<file path="config.mk">
export PLATFORM = sky130hd
export DESIGN_NAME = pipelined_alu
export DESIGN_NICKNAME = d
export VERILOG_FILES = /design/src/rtl/alu_pkg.sv /design/src/rtl/cla_adder_n.sv /design/src/rtl/pipelined_alu.sv
export SDC_FILE = /design/constraint.sdc
export NUM_CORES = 1
export LEC_CHECK = 0
export ABC_CLOCK_PERIOD_IN_PS = 10200
export BUFFER_PORTS_ARGS = -buffer_cell sky130_fd_sc_hd__buf_2
export CAP_MARGIN = 20
export CORE_ASPECT_RATIO = 0.9
export CORE_UTILIZATION = 55
export CTS_CLUSTER_SIZE = 28
export DETAILED_ROUTE_END_ITERATION = 6
export PLACE_DENSITY = 0.88
export RECOVER_POWER = 25
export SYNTH_ARGS = -nofsm -noshare
export SYNTH_HDL_FRONTEND = slang
export SYNTH_HIERARCHICAL = 1
export SYNTH_SLANG_ARGS = --single-unit
export TNS_END_PERCENT = 5
</file>
<file path="constraint.sdc">
create_clock -name clk -period 10.2 [get_ports clk]
set_clock_uncertainty 0.1 [all_clocks]
set_input_delay 1.53 -clock clk [delete_from_list [all_inputs] [get_ports clk]]
set_output_delay 1.53 -clock clk [all_outputs]
set_load 0.01 [all_outputs]
</file>
<file path="src/rtl/alu_pkg.sv">
// Shared opcode and flag definitions for the pipelined ALU.
package alu_pkg;

  localparam int unsigned OP_W = 3;

  typedef enum logic [OP_W-1:0] {
    OP_ADD  = 3'b000,
    OP_SUB  = 3'b001,
    OP_AND  = 3'b010,
    OP_OR   = 3'b011,
    OP_XOR  = 3'b100,
    OP_CMP  = 3'b101,
    OP_NAND = 3'b110,
    OP_NOR  = 3'b111
  } alu_op_e;

  typedef struct packed {
    logic zero;
    logic negative;
    logic carry;
    logic overflow;
  } alu_flags_t;

endpackage

</file>
<file path="src/rtl/cla_adder_n.sv">
// N-bit adder built from 4-bit carry-lookahead groups, carries rippling between groups.
module cla_adder_n #(
  parameter int unsigned WIDTH = 8
) (
  input  logic [WIDTH-1:0] A,
  input  logic [WIDTH-1:0] B,
  input  logic             Cin,
  output logic [WIDTH-1:0] Sum,
  output logic             Cout
);

  localparam int unsigned NGRP = WIDTH / 4;

  logic [NGRP:0] grp_c;

  assign grp_c[0] = Cin;

  for (genvar gi = 0; gi < NGRP; gi++) begin : g_grp
    logic [3:0] g;
    logic [3:0] p;
    logic [4:0] c;

    assign g    = A[4*gi +: 4] & B[4*gi +: 4];
    assign p    = A[4*gi +: 4] ^ B[4*gi +: 4];
    assign c[0] = grp_c[gi];

    // Flat lookahead equations inside the group.
    assign c[1] = g[0] | (p[0] & c[0]);
    assign c[2] = g[1] | (p[1] & g[0]) | (p[1] & p[0] & c[0]);
    assign c[3] = g[2] | (p[2] & g[1]) | (p[2] & p[1] & g[0])
                | (p[2] & p[1] & p[0] & c[0]);
    assign c[4] = g[3] | (p[3] & g[2]) | (p[3] & p[2] & g[1])
                | (p[3] & p[2] & p[1] & g[0])
                | (p[3] & p[2] & p[1] & p[0] & c[0]);

    assign Sum[4*gi +: 4] = p ^ c[3:0];
    assign grp_c[gi+1]    = c[4];
  end

  assign Cout = grp_c[NGRP];

endmodule

</file>
<file path="src/rtl/pipelined_alu.sv">
// Two-stage valid/ready ALU: stage 1 captures operands, stage 2 computes and holds result + flags.
module pipelined_alu
  import alu_pkg::*;
#(
  parameter int unsigned WIDTH       = 8,
  parameter bit          SAT_SUPPORT = 1'b1
) (
  input  logic             clk,
  input  logic             reset_n,
  input  logic             enable,
  input  logic             in_valid,
  output logic             in_ready,
  input  logic [WIDTH-1:0] A,
  input  logic [WIDTH-1:0] B,
  input  logic [OP_W-1:0]  ALUOp,
  input  logic             sat_en,
  output logic             out_valid,
  input  logic             out_ready,
  output logic [WIDTH-1:0] result,
  output logic             zero,
  output logic             negative,
  output logic             carry,
  output logic             overflow
);

  localparam int unsigned      MSB  = WIDTH - 1;
  localparam logic [WIDTH-1:0] SMAX = {1'b0, {(WIDTH-1){1'b1}}};
  localparam logic [WIDTH-1:0] SMIN = {1'b1, {(WIDTH-1){1'b0}}};

  logic             s1_valid_q, s1_valid_d;
  logic [WIDTH-1:0] s1_a_q, s1_a_d;
  logic [WIDTH-1:0] s1_b_q, s1_b_d;
  alu_op_e          s1_op_q, s1_op_d;
  logic             s1_sat_q, s1_sat_d;

  logic             out_valid_q, out_valid_d;
  logic [WIDTH-1:0] result_q, result_d;
  alu_flags_t       flags_q, flags_d;

  logic             s2_load_c;
  logic             accept_c;
  logic [WIDTH-1:0] add_b_c;
  logic             add_cin_c;
  logic [WIDTH-1:0] sum_c;
  logic             cout_c;
  logic             add_ovf_c;
  logic [WIDTH-1:0] alu_res_c;
  alu_flags_t       alu_flags_c;

  // Handshake: stage 2 loads when the output slot is free or being drained.
  assign s2_load_c = enable & (~out_valid_q | out_ready);
  assign in_ready  = reset_n & enable & (~s1_valid_q | s2_load_c);
  assign accept_c  = in_valid & in_ready;

  // SUB reuses the adder as A + ~B + 1.
  assign add_b_c   = (s1_op_q == OP_SUB) ? ~s1_b_q : s1_b_q;
  assign add_cin_c = (s1_op_q == OP_SUB);

  cla_adder_n #(
    .WIDTH (WIDTH)
  ) u_adder (
    .A    (s1_a_q),
    .B    (add_b_c),
    .Cin  (add_cin_c),
    .Sum  (sum_c),
    .Cout (cout_c)
  );

  // Same-sign addends producing an opposite-sign sum; covers SUB through the inverted B.
  assign add_ovf_c = (s1_a_q[MSB] == add_b_c[MSB]) & (sum_c[MSB] != s1_a_q[MSB]);

  always_comb begin : alu_compute
    alu_res_c   = '0;
    alu_flags_c = '0;
    case (s1_op_q)
      OP_ADD, OP_SUB: begin
        alu_res_c            = sum_c;
        alu_flags_c.carry    = cout_c;
        alu_flags_c.overflow = add_ovf_c;
        if (SAT_SUPPORT && s1_sat_q && add_ovf_c) begin
          alu_res_c = s1_a_q[MSB] ? SMIN : SMAX;
        end
      end
      OP_AND:  alu_res_c = s1_a_q & s1_b_q;
      OP_OR:   alu_res_c = s1_a_q | s1_b_q;
      OP_XOR:  alu_res_c = s1_a_q ^ s1_b_q;
      OP_CMP:  alu_res_c = {{(WIDTH-1){1'b0}}, (s1_a_q == s1_b_q)};
      OP_NAND: alu_res_c = ~(s1_a_q & s1_b_q);
      OP_NOR:  alu_res_c = ~(s1_a_q | s1_b_q);
      default: alu_res_c = '0;
    endcase
    alu_flags_c.zero     = (alu_res_c == '0);
    alu_flags_c.negative = alu_res_c[MSB];
  end

  always_comb begin : next_state
    s1_valid_d  = s1_valid_q;
    s1_a_d      = s1_a_q;
    s1_b_d      = s1_b_q;
    s1_op_d     = s1_op_q;
    s1_sat_d    = s1_sat_q;
    out_valid_d = out_valid_q;
    result_d    = result_q;
    flags_d     = flags_q;

    if (accept_c) begin
      s1_valid_d = 1'b1;
      s1_a_d     = A;
      s1_b_d     = B;
      s1_op_d    = alu_op_e'(ALUOp);
      s1_sat_d   = sat_en;
    end else if (s2_load_c) begin
      s1_valid_d = 1'b0;
    end

    // Result registers only change when a real operation moves in.
    if (s2_load_c) begin
      out_valid_d = s1_valid_q;
      if (s1_valid_q) begin
        result_d = alu_res_c;
        flags_d  = alu_flags_c;
      end
    end
  end

  always_ff @(posedge clk or negedge reset_n) begin : state_regs
    if (!reset_n) begin
      s1_valid_q  <= 1'b0;
      s1_a_q      <= '0;
      s1_b_q      <= '0;
      s1_op_q     <= OP_ADD;
      s1_sat_q    <= 1'b0;
      out_valid_q <= 1'b0;
      result_q    <= '0;
      flags_q     <= '0;
    end else begin
      s1_valid_q  <= s1_valid_d;
      s1_a_q      <= s1_a_d;
      s1_b_q      <= s1_b_d;
      s1_op_q     <= s1_op_d;
      s1_sat_q    <= s1_sat_d;
      out_valid_q <= out_valid_d;
      result_q    <= result_d;
      flags_q     <= flags_d;
    end
  end

  assign out_valid = out_valid_q;
  assign result    = result_q;
  assign zero      = flags_q.zero;
  assign negative  = flags_q.negative;
  assign carry     = flags_q.carry;
  assign overflow  = flags_q.overflow;

endmodule

</file>
Word level (Yosys, flattened, before mapping)
Index checks and enable logic that the tools add are counted.
- bits in registers: 34
- latch bits: 0
- bits in writable memories: 0
- bits in read-only memories: 0
- input port bits: 25
- output and inout port bits: 14
- word-level logic and storage cells: 107
- memories kept: 0
- add/sub/neg operators: 0
- $mul: 0
- divide/modulo/power cells: 0
- magnitude comparators: 0
- equal/unequal tests: 10
- shift operators: 0
- mux-type cells: 7
- bitwise operators: 73
- reductions and logical operators: 6
- operators by type and width (cell ; number):
    $pmux W8 S7 ; 1
    $and A1 B1 Y1 ; 37
    $mux W8 ; 3
    $not A8 Y8 ; 3
    $or A1 B1 Y1 ; 22
    $xor A4 B4 Y4 ; 4
    $eq A3 B3 Y1 const B ; 4
    $and A4 B4 Y4 ; 2
    $and A8 B8 Y8 ; 1
    $eq A8 B8 Y1 ; 1
    $logic_not A8 Y1 ; 1
    $or A8 B8 Y8 ; 1
    $xor A8 B8 Y8 ; 1
    $eq A3 B2 Y1 const B ; 2
    $eq A3 B1 Y1 const B ; 1
    $logic_not A3 Y1 ; 1
    $mux W1 ; 2
    $mux W2 ; 1
    $not A1 Y1 ; 2
    $reduce_and A2 Y1 ; 1
    $reduce_bool A2 Y1 ; 1
    $reduce_or A2 Y1 ; 1
    $eq A1 B1 Y1 ; 1
    $logic_and A1 B1 Y1 ; 1
    $ne A1 B1 Y1 ; 1

Longest topological paths before layout
Gate-level depths: netlist (run 1).
- depth after elaboration: 17
- mapped depth: 14
- mapped depth without buffers: 13

Cells and area by module
Netlist (run 1), hierarchy kept.
- by module, submodules not included (module ; instances ; cells each ; area each (µm²) ; seq. area each (µm²)):
    pipelined_alu ; 1 ; 227 ; 2152.1 ; 825.8
    cla_adder_n ; 1 ; 41 ; 327.8 ; 0.0

Worst setup path before layout (run 1)
Ideal clock, no wire load.
- kind: input -> output
- start point: input port out_ready
- end point: output port in_ready
- arrival time: 1.926 ns
- data required time: 8.570 ns
- path slack: 6.644 ns
- stages: 2
- buffers on the path: 0
- cell sequence: nand2b_1 o211a_1
- word-level cells in the longest chain between the ends: 4
- RTL lines (item ; line ; text):
    from (decl) ; pipelined_alu.sv:18 ; input logic out_ready,
    $or A1 B1 Y1 ; pipelined_alu.sv:51 ; assign s2_load_c = enable & (~out_valid_q | out_ready);
    $and A1 B1 Y1 ; pipelined_alu.sv:51 ;
    $or A1 B1 Y1 ; pipelined_alu.sv:52 ; assign in_ready = reset_n & enable & (~s1_valid_q | s2_load_c);
    $and A1 B1 Y1 ; pipelined_alu.sv:52 ;
    to (decl) ; pipelined_alu.sv:12 ; output logic in_ready,
No other way between the ends.

Worst setup path after layout (run 1)
- start point: input port reset_n
- end point: output port in_ready
- word-level cells in the longest chain between the ends: 2
- RTL lines (item ; line ; text):
    from (decl) ; pipelined_alu.sv:9 ; input logic reset_n,
    $and A1 B1 Y1 (2 in series) ; pipelined_alu.sv:52 ;
No other way between the ends.

==> out/qor.txt, run 1 <==
Share of layout cells above drive strength 1 = 24.7%
Final setup fails = 0
Max-Cap Viols = 1
Worst Hold Path EP = carry$_DFFE_PN0P_
Post-synthesis instance area = 0.00248 mm2
Area occupied by multi-input gates = 0.00148 mm2
Clock slew seen by the registers of the worst setup and hold paths = 70 ps
Syn nets = 319
Final Hold Vio Count = 0
Internal = 0.000399 W
Fin cells = 364
Routed wire length = 4.81 mm
Post-cts resize count = 0
Vias in the first global route = 1,866
Area after DPL = 0.00269 mm2
Register Area = 826 um2
HP Start = carry$_DFFE_PN0P_
Fin area = 0.00280 mm2
Primary FF master, synth = dfrtp_1
Register bit total from synthesis = 33
RSZ-0062 raised after global routing = false
R2r setup slk = 5840 ps
Worst min path class = reg2reg
Max clock buf depth = 2
Reg-to-reg endpoint = result[0]$_DFFE_PN0P_
Total track usage = 22.8%
Number of flops mapped to enable cells by yosys = 0
R2R depth = 12
Yosys top cell area share = 33.3%
Total iterations of the first detailed-routing run = 4
CTS Root Cell = clkbuf_8
Clock Latency Late Sink = 280 ps
Fin nets = 354
Power per cell area = 243 mW/mm2
Final HPWL DP = 3.66 mm
Ant diodes = 0
Die Y = 65.7 um
Die ar. = 0.00478 mm2
Failing checks = capacitance limit, slew limit
Fmax = 205 MHz
Max VDD drop = 120 uV
Die width = 72.8 um
Antenna viol nets, final = 0
Final worst path period share = 47.9%
Req. time, crit path = 8570 ps
Synth Instances = 268
Sequential element share of the synthesized area = 33.3%
Post-CTS setup buffer count = 0
IO buf count = 38
Crit path kind = in2out
CTS HTree Levels = 2
First DRT Iteration DRCs = 140
GRT overflow = 0
Post-synthesis async set-or-reset flop share = 100%
Drt wl/cell = 13.2 um
Critical R2R Launch = s1_op_q[0]$_DFFE_PN0P_
Clock share of power = 18.4%
DRC = 0
Post-CTS Hold Buffers = 0
Worst Max-Slew Pin Slew = 1760 ps
Largest net degree at the start of global routing = 35
Pleak = 1.39 nW
Comb pwr share = 51.0%
Synth unique cells = 48
P&R area growth vs syn = 13.1%
Avg Cell Area, Syn = 9.25 um2
Max Fanout on Critical Path = 34
Net Switching = 0.000282 W
Placer Congestion = 0.863
I/O pins = 39
Vias/cell = 5.34
Status = finished, violations left
Row count = 22
Switch share = 41.4%
Critical Path AT = 3250 ps
Core area = 0.00421 mm2
Filler cells = 349
Clock Sinks = 33
Worst hold path cell count = 2
Initial antenna violation count = 0
Startpoint types = input port
Slew Limit Fails = 35
Num CTS Buffers = 5
Area contributors post-synth = dfrtp_1 (33%), ha_1 (12%), mux2_2 (9.5%)
Initial Util = 58.9%
Placed cells = 356
Crit. End Element = output pin
Post-layout min period = 4880 ps
Seq pwr share = 30.6%
CTS tree = yes
Cell accounting for the most synthesized area = dfrtp_1
Via count = 1,945
First-pass GRT wire length = 8.33 mm
Final TNS setup = 0 ps
Relative slew slack = -17.5%
Warning count from the yosys run = 6
## cell type report
class                           count  share of cell area [%]
Inverter                           31                    4.15
Sequential cell                    33                    29.5
Timing Repair Buffer               38                    6.69
Multi-Input combinational cell    194                    52.9
Clock inverter                      1                    1.07
Clock buffer                        7                    3.08
Tap cell                           60                    2.68
## cell usage after synthesis, types with 2 or more instances
cell type  number
nor3_1          3
mux2i_1         4
o21ai_0        18
inv_1          30
clkbuf_1        4
nor2_1         10
nand2_1        38
nand3_1         4
a21boi_0        2
dfrtp_1        33
ha_1           24
o41ai_2         2
a21oi_1        17
nand2b_1        3
mux2_2         21
a31oi_1         3
fa_1            2
o21bai_1        2
xnor2_1        14
xor2_1          2
o31ai_1         2
o22ai_1         2
buf_2           2
buf_4           2
## metrics by stage
stage               hold WS (ps)  total power [W]  setup WS, ps  util (%)
floorplan                    388         0.000468          6640         -
global placement             357         0.000537          6040      63.9
detailed placement           365         0.000552          5890      63.9
CTS                          381         0.000679          5860      66.6
global route                 404         0.000738          4960      66.6
finish                       374         0.000680          5320      66.6
## per-layer routing
metal / vias up / global-route usage (%) / share of wire (%)
met5: - / 0 / 0
met4: 0 / 7.11 / 0.87
met3: 5 / 5.21 / 5.1
met2: 60 / 37.6 / 45
met1: 902 / 29.6 / 49
li1: 978 / - / -
## critical path: stages
cell and delay, ps:
clkbuf_1 1250, o211a_1 330, buf_2 140
## registers in the layout (all words and copies together), names as in the netlist, 3 cells and up
| name | count |
|---|---|
| result | 8 |
| s1_op_q | 3 |
| s1_a_q | 8 |
| s1_b_q | 8 |
## kinds of logic after synthesis
family,share of synthesized area (%)
adder cells (fa/ha/maj),13.7
multiplexers,11.2
buffers and inverters,6.91
AO/OA/AOI/OAI,16.0
AND/OR/NAND/NOR,12.2
flip-flops,33.3
XOR/XNOR,6.76
## power by group through the flow
stage | clock, W | combinational (W) | sequential (W)
CTS | 0.000128 | 0.000344 | 0.000208
detailed placement | 0 | 0.000341 | 0.000210
floorplan | 0 | 0.000265 | 0.000203
finish | 0.000125 | 0.000347 | 0.000208
global placement | 0 | 0.000330 | 0.000207
global route | 0.000135 | 0.000389 | 0.000214
## layout by cell type (no fill, tap or decap), types with 2 or more instances in the layout
| cell type | count |
|---|---|
| clkbuf_1 | 3 |
| clkbuf_8 | 6 |
| nor2_1 | 10 |
| buf_2 | 36 |
| inv_1 | 30 |
| dfrtp_1 | 33 |
| o41ai_2 | 2 |
| o21ai_0 | 18 |
| o31ai_1 | 2 |
| mux2_2 | 21 |
| nand3_1 | 4 |
| a21boi_0 | 2 |
| mux2i_1 | 4 |
| xnor2_1 | 14 |
| xor2_1 | 2 |
| nand2b_1 | 3 |
| o22ai_1 | 2 |
| ha_1 | 24 |
| nor3_1 | 3 |
| o21bai_1 | 2 |
| nand2_1 | 38 |
| a31oi_1 | 3 |
| fa_1 | 2 |
| a21oi_1 | 17 |
## worst max path at each step
stage / endpoint / from / cells after the start / slack (ps)
finish: in_ready / reset_n / 3 / 5320
global route: in_ready / reset_n / 3 / 4960
CTS: result[0]$_DFFE_PN0P_ / s1_op_q[0]$_DFFE_PN0P_ / 12 / 5860
detailed placement: result[0]$_DFFE_PN0P_ / s1_op_q[0]$_DFFE_PN0P_ / 12 / 5890
global placement: in_ready / reset_n / 3 / 6040
floorplan: in_ready / out_ready / 2 / 6640
Note: power is estimated with default switching activity, not from simulation.
==> run 2: changes to the inputs <==
Settings changed: ABC_CLOCK_PERIOD_IN_PS 10200 to 4150, CORE_UTILIZATION 55 to 52, PLACE_DENSITY 0.88 to 0.87.
Clock period 10.2 ns to 4.15 ns, I/O delays scaled along.
==> out/qor.txt, run 2 (synthesized netlist as in run 1, its figures left out) <==
Status = finished, violations left
Failing checks = capacitance limit, slew limit
Clock Latency Late Sink = 290 ps (about the same)
Num CTS Buffers = 5 (unchanged)
IO buf count = 38 (unchanged)
Initial antenna violation count = 0 (unchanged)
Fin cells = 370 (+1.6%)
Max Fanout on Critical Path = 9 (-74%)
Final TNS setup = 0 ps (unchanged)
Clock share of power = 16.2% (-2.2 points)
Total iterations of the first detailed-routing run = 4 (unchanged)
Drt wl/cell = 13.3 um (+0.87%)
Total track usage = 21.5% (-1.3 points)
Final worst path period share = 93.7%
Most frequent cells in the layout = nand2_1 (38), buf_2 (38), dfrtp_1 (33)
GRT overflow = 0 (unchanged)
Antenna viol nets, final = 0 (unchanged)
CTS HTree Levels = 2 (unchanged)
Placed cells = 362 (+1.7%)
RSZ-0062 raised after global routing = false
Fin nets = 358 (+1.1%)
Ant diodes = 0 (unchanged)
Die width = 74.8 um (+2.8%)
Largest net degree at the start of global routing = 35 (unchanged)
Register Area = 826 um2 (unchanged)
DRC = 0 (unchanged)
Fmax = 257 MHz
Critical path's top delay family = compound AO/OA/AOI/OAI gates
Seq pwr share = 29.4% (-1.2 points)
Comb pwr share = 54.4% (+3.4 points)
Final setup fails = 0 (unchanged)
Clock slew seen by the registers of the worst setup and hold paths = 70 ps (about the same)
Switch share = 42.9% (+1.5 points)
WP buf/inv = 0 (-2)
Initial Util = 54.9% (-4.0 points)
Vias in the first global route = 1,763 (-5.5%)
Clock Sinks = 33 (unchanged)
Routed wire length = 4.93 mm (+2.5%)
Relative slew slack = -19.6% (-2.2 points)
I/O pins = 39 (unchanged)
CTS Root Cell = clkbuf_8
Hold slack = 377 ps (+2.60 ps)
Die ar. = 0.00505 mm2 (+5.6%)
Critical path depth = 12 (+9)
Post-CTS setup buffer count = 0 (unchanged)
Pleak = 1.40 nW (+1.2%)
First-pass GRT wire length = 8.00 mm (-4.0%)
Crit path kind = reg2reg
Power per cell area = 586 mW/mm2 (+140%)
Worst min path class = reg2reg
R2R depth = 12 (unchanged)
Net Switching = 0.000709 W (+150%)
First DRT Iteration DRCs = 143 (+2.1%)
P&R area growth vs syn = 13.7%
Vias/cell = 5.54 (+3.6%)
Startpoint types = flip-flop
Core area = 0.00452 mm2 (+7.3%)
Post-layout min period = 3890 ps
CP max stage delay = 650 ps (-600 ps)
Final HPWL DP = 3.75 mm (+2.4%)
Core Util, Final = 62.4% (-4.2 points)
CP max-delay cell = or3b_1
CTS tree = yes
Worst Max-Slew Pin Slew = 1790 ps (+32.4 ps)
Max-Cap Viols = 1 (unchanged)
Max clock buf depth = 2 (unchanged)
Worst-path cell chain = or3b_1 > xnor2_1 > ha_1 > a21oi_2 > o2111ai_2 > o31ai_2 > xnor2_1 > and3b_1 > mux2i_1 > a21oi_1 > a221oi_2 > mux2_2
Post-CTS Hold Buffers = 0 (unchanged)
Post-cts resize count = 0 (unchanged)
Row count = 23 (+4.5%)
Die Y = 67.5 um (+2.8%)
Area occupied by multi-input gates = 0.00148 mm2 (unchanged)
Internal = 0.000944 W (+140%)
Critical Path AT = 4030 ps (+780 ps)
Final Hold Vio Count = 0 (unchanged)
Crit. End Element = flip-flop
Placer Congestion = 0.914 (+5.9%)
Via count = 2,048 (+5.3%)
CP dominant cell by count = xnor2_1
Worst hold path cell count = 2 (unchanged)
Req. time, crit path = 4290 ps (-4280 ps)
Max VDD drop = 269 uV (+130%)
Filler cells = 396 (+13%)
Share of layout cells above drive strength 1 = 26.3% (+1.6 points)
Slew Limit Fails = 35 (unchanged)
[run 2: layout make-up]
| class | instances | area share, % |
|---|---|---|
| Clock inverter | 1 | 0.177 |
| Tap cell | 62 | 2.75 |
| Inverter | 31 | 4.13 |
| Multi-Input combinational cell | 194 | 52.6 |
| Timing Repair Buffer | 42 | 7.68 |
| Sequential cell | 33 | 29.3 |
| Clock buffer | 7 | 3.42 |
[run 2: worst reg2reg max path, stage by stage, from the launching register on]
cell and delay (ps):
dfrtp_1 370, or3b_1 650, xnor2_1 300, ha_1 280, a21oi_2 160, o2111ai_2 190, o31ai_2 280, xnor2_1 230
and3b_1 290, mux2i_1 370, a21oi_1 140, a221oi_2 270, mux2_2 210
[run 2: path summary, 6_finish.rpt]
path | slack, ps | endpoint | from
hold / removal | 380 | carry$_DFFE_PN0P_ | carry$_DFFE_PN0P_
setup reg to reg | 260 | result[0]$_DFFE_PN0P_ | s1_op_q[1]$_DFFE_PN0P_
setup / recovery | 260 | result[0]$_DFFE_PN0P_ | s1_op_q[1]$_DFFE_PN0P_
min in group asynchronous | 790 | result[3]$_DFFE_PN0P_ | reset_n
hold reg to reg | 380 | carry$_DFFE_PN0P_ | carry$_DFFE_PN0P_
max in group asynchronous | 2120 | s1_op_q[2]$_DFFE_PN0P_ | reset_n
[run 2: through the flow]
| step | total power, W | area, um2 | worst slack, ps |
|---|---|---|---|
| 2_1_floorplan | 0.00115 | 2480 | 791 |
| 3_3_place_gp | 0.00133 | 2720 | 498 |
| 3_5_place_dp | 0.00137 | 2720 | 320 |
| 4_1_cts | 0.00165 | 2820 | 289 |
| 5_1_grt | 0.00179 | 2820 | 11.7 |
| 6_report | 0.00165 | 2820 | 259 |
[run 2: power groups by stage]
| stage | Sequential, W | Combinational (W) | Clock (W) |
|---|---|---|---|
| 2_1_floorplan | 0.000499 | 0.000652 | 0 |
| 6_report | 0.000485 | 0.000900 | 0.000268 |
| 3_5_place_dp | 0.000491 | 0.000882 | 0 |
| 3_3_place_gp | 0.000483 | 0.000849 | 0 |
| 4_1_cts | 0.000485 | 0.000890 | 0.000274 |
| 5_1_grt | 0.000498 | 0.000999 | 0.000287 |
[run 2: routing by layer]
metal | track usage [%] | wire length [um] | share of wire, % | vias up
met5 | 0 | 0 | 0 | -
met4 | 8.49 | 79 | 1.6 | 0
met3 | 4.48 | 315 | 6.4 | 7
met2 | 34.9 | 2260 | 46 | 93
met1 | 27.9 | 2280 | 46 | 959
li1 | - | - | - | 989
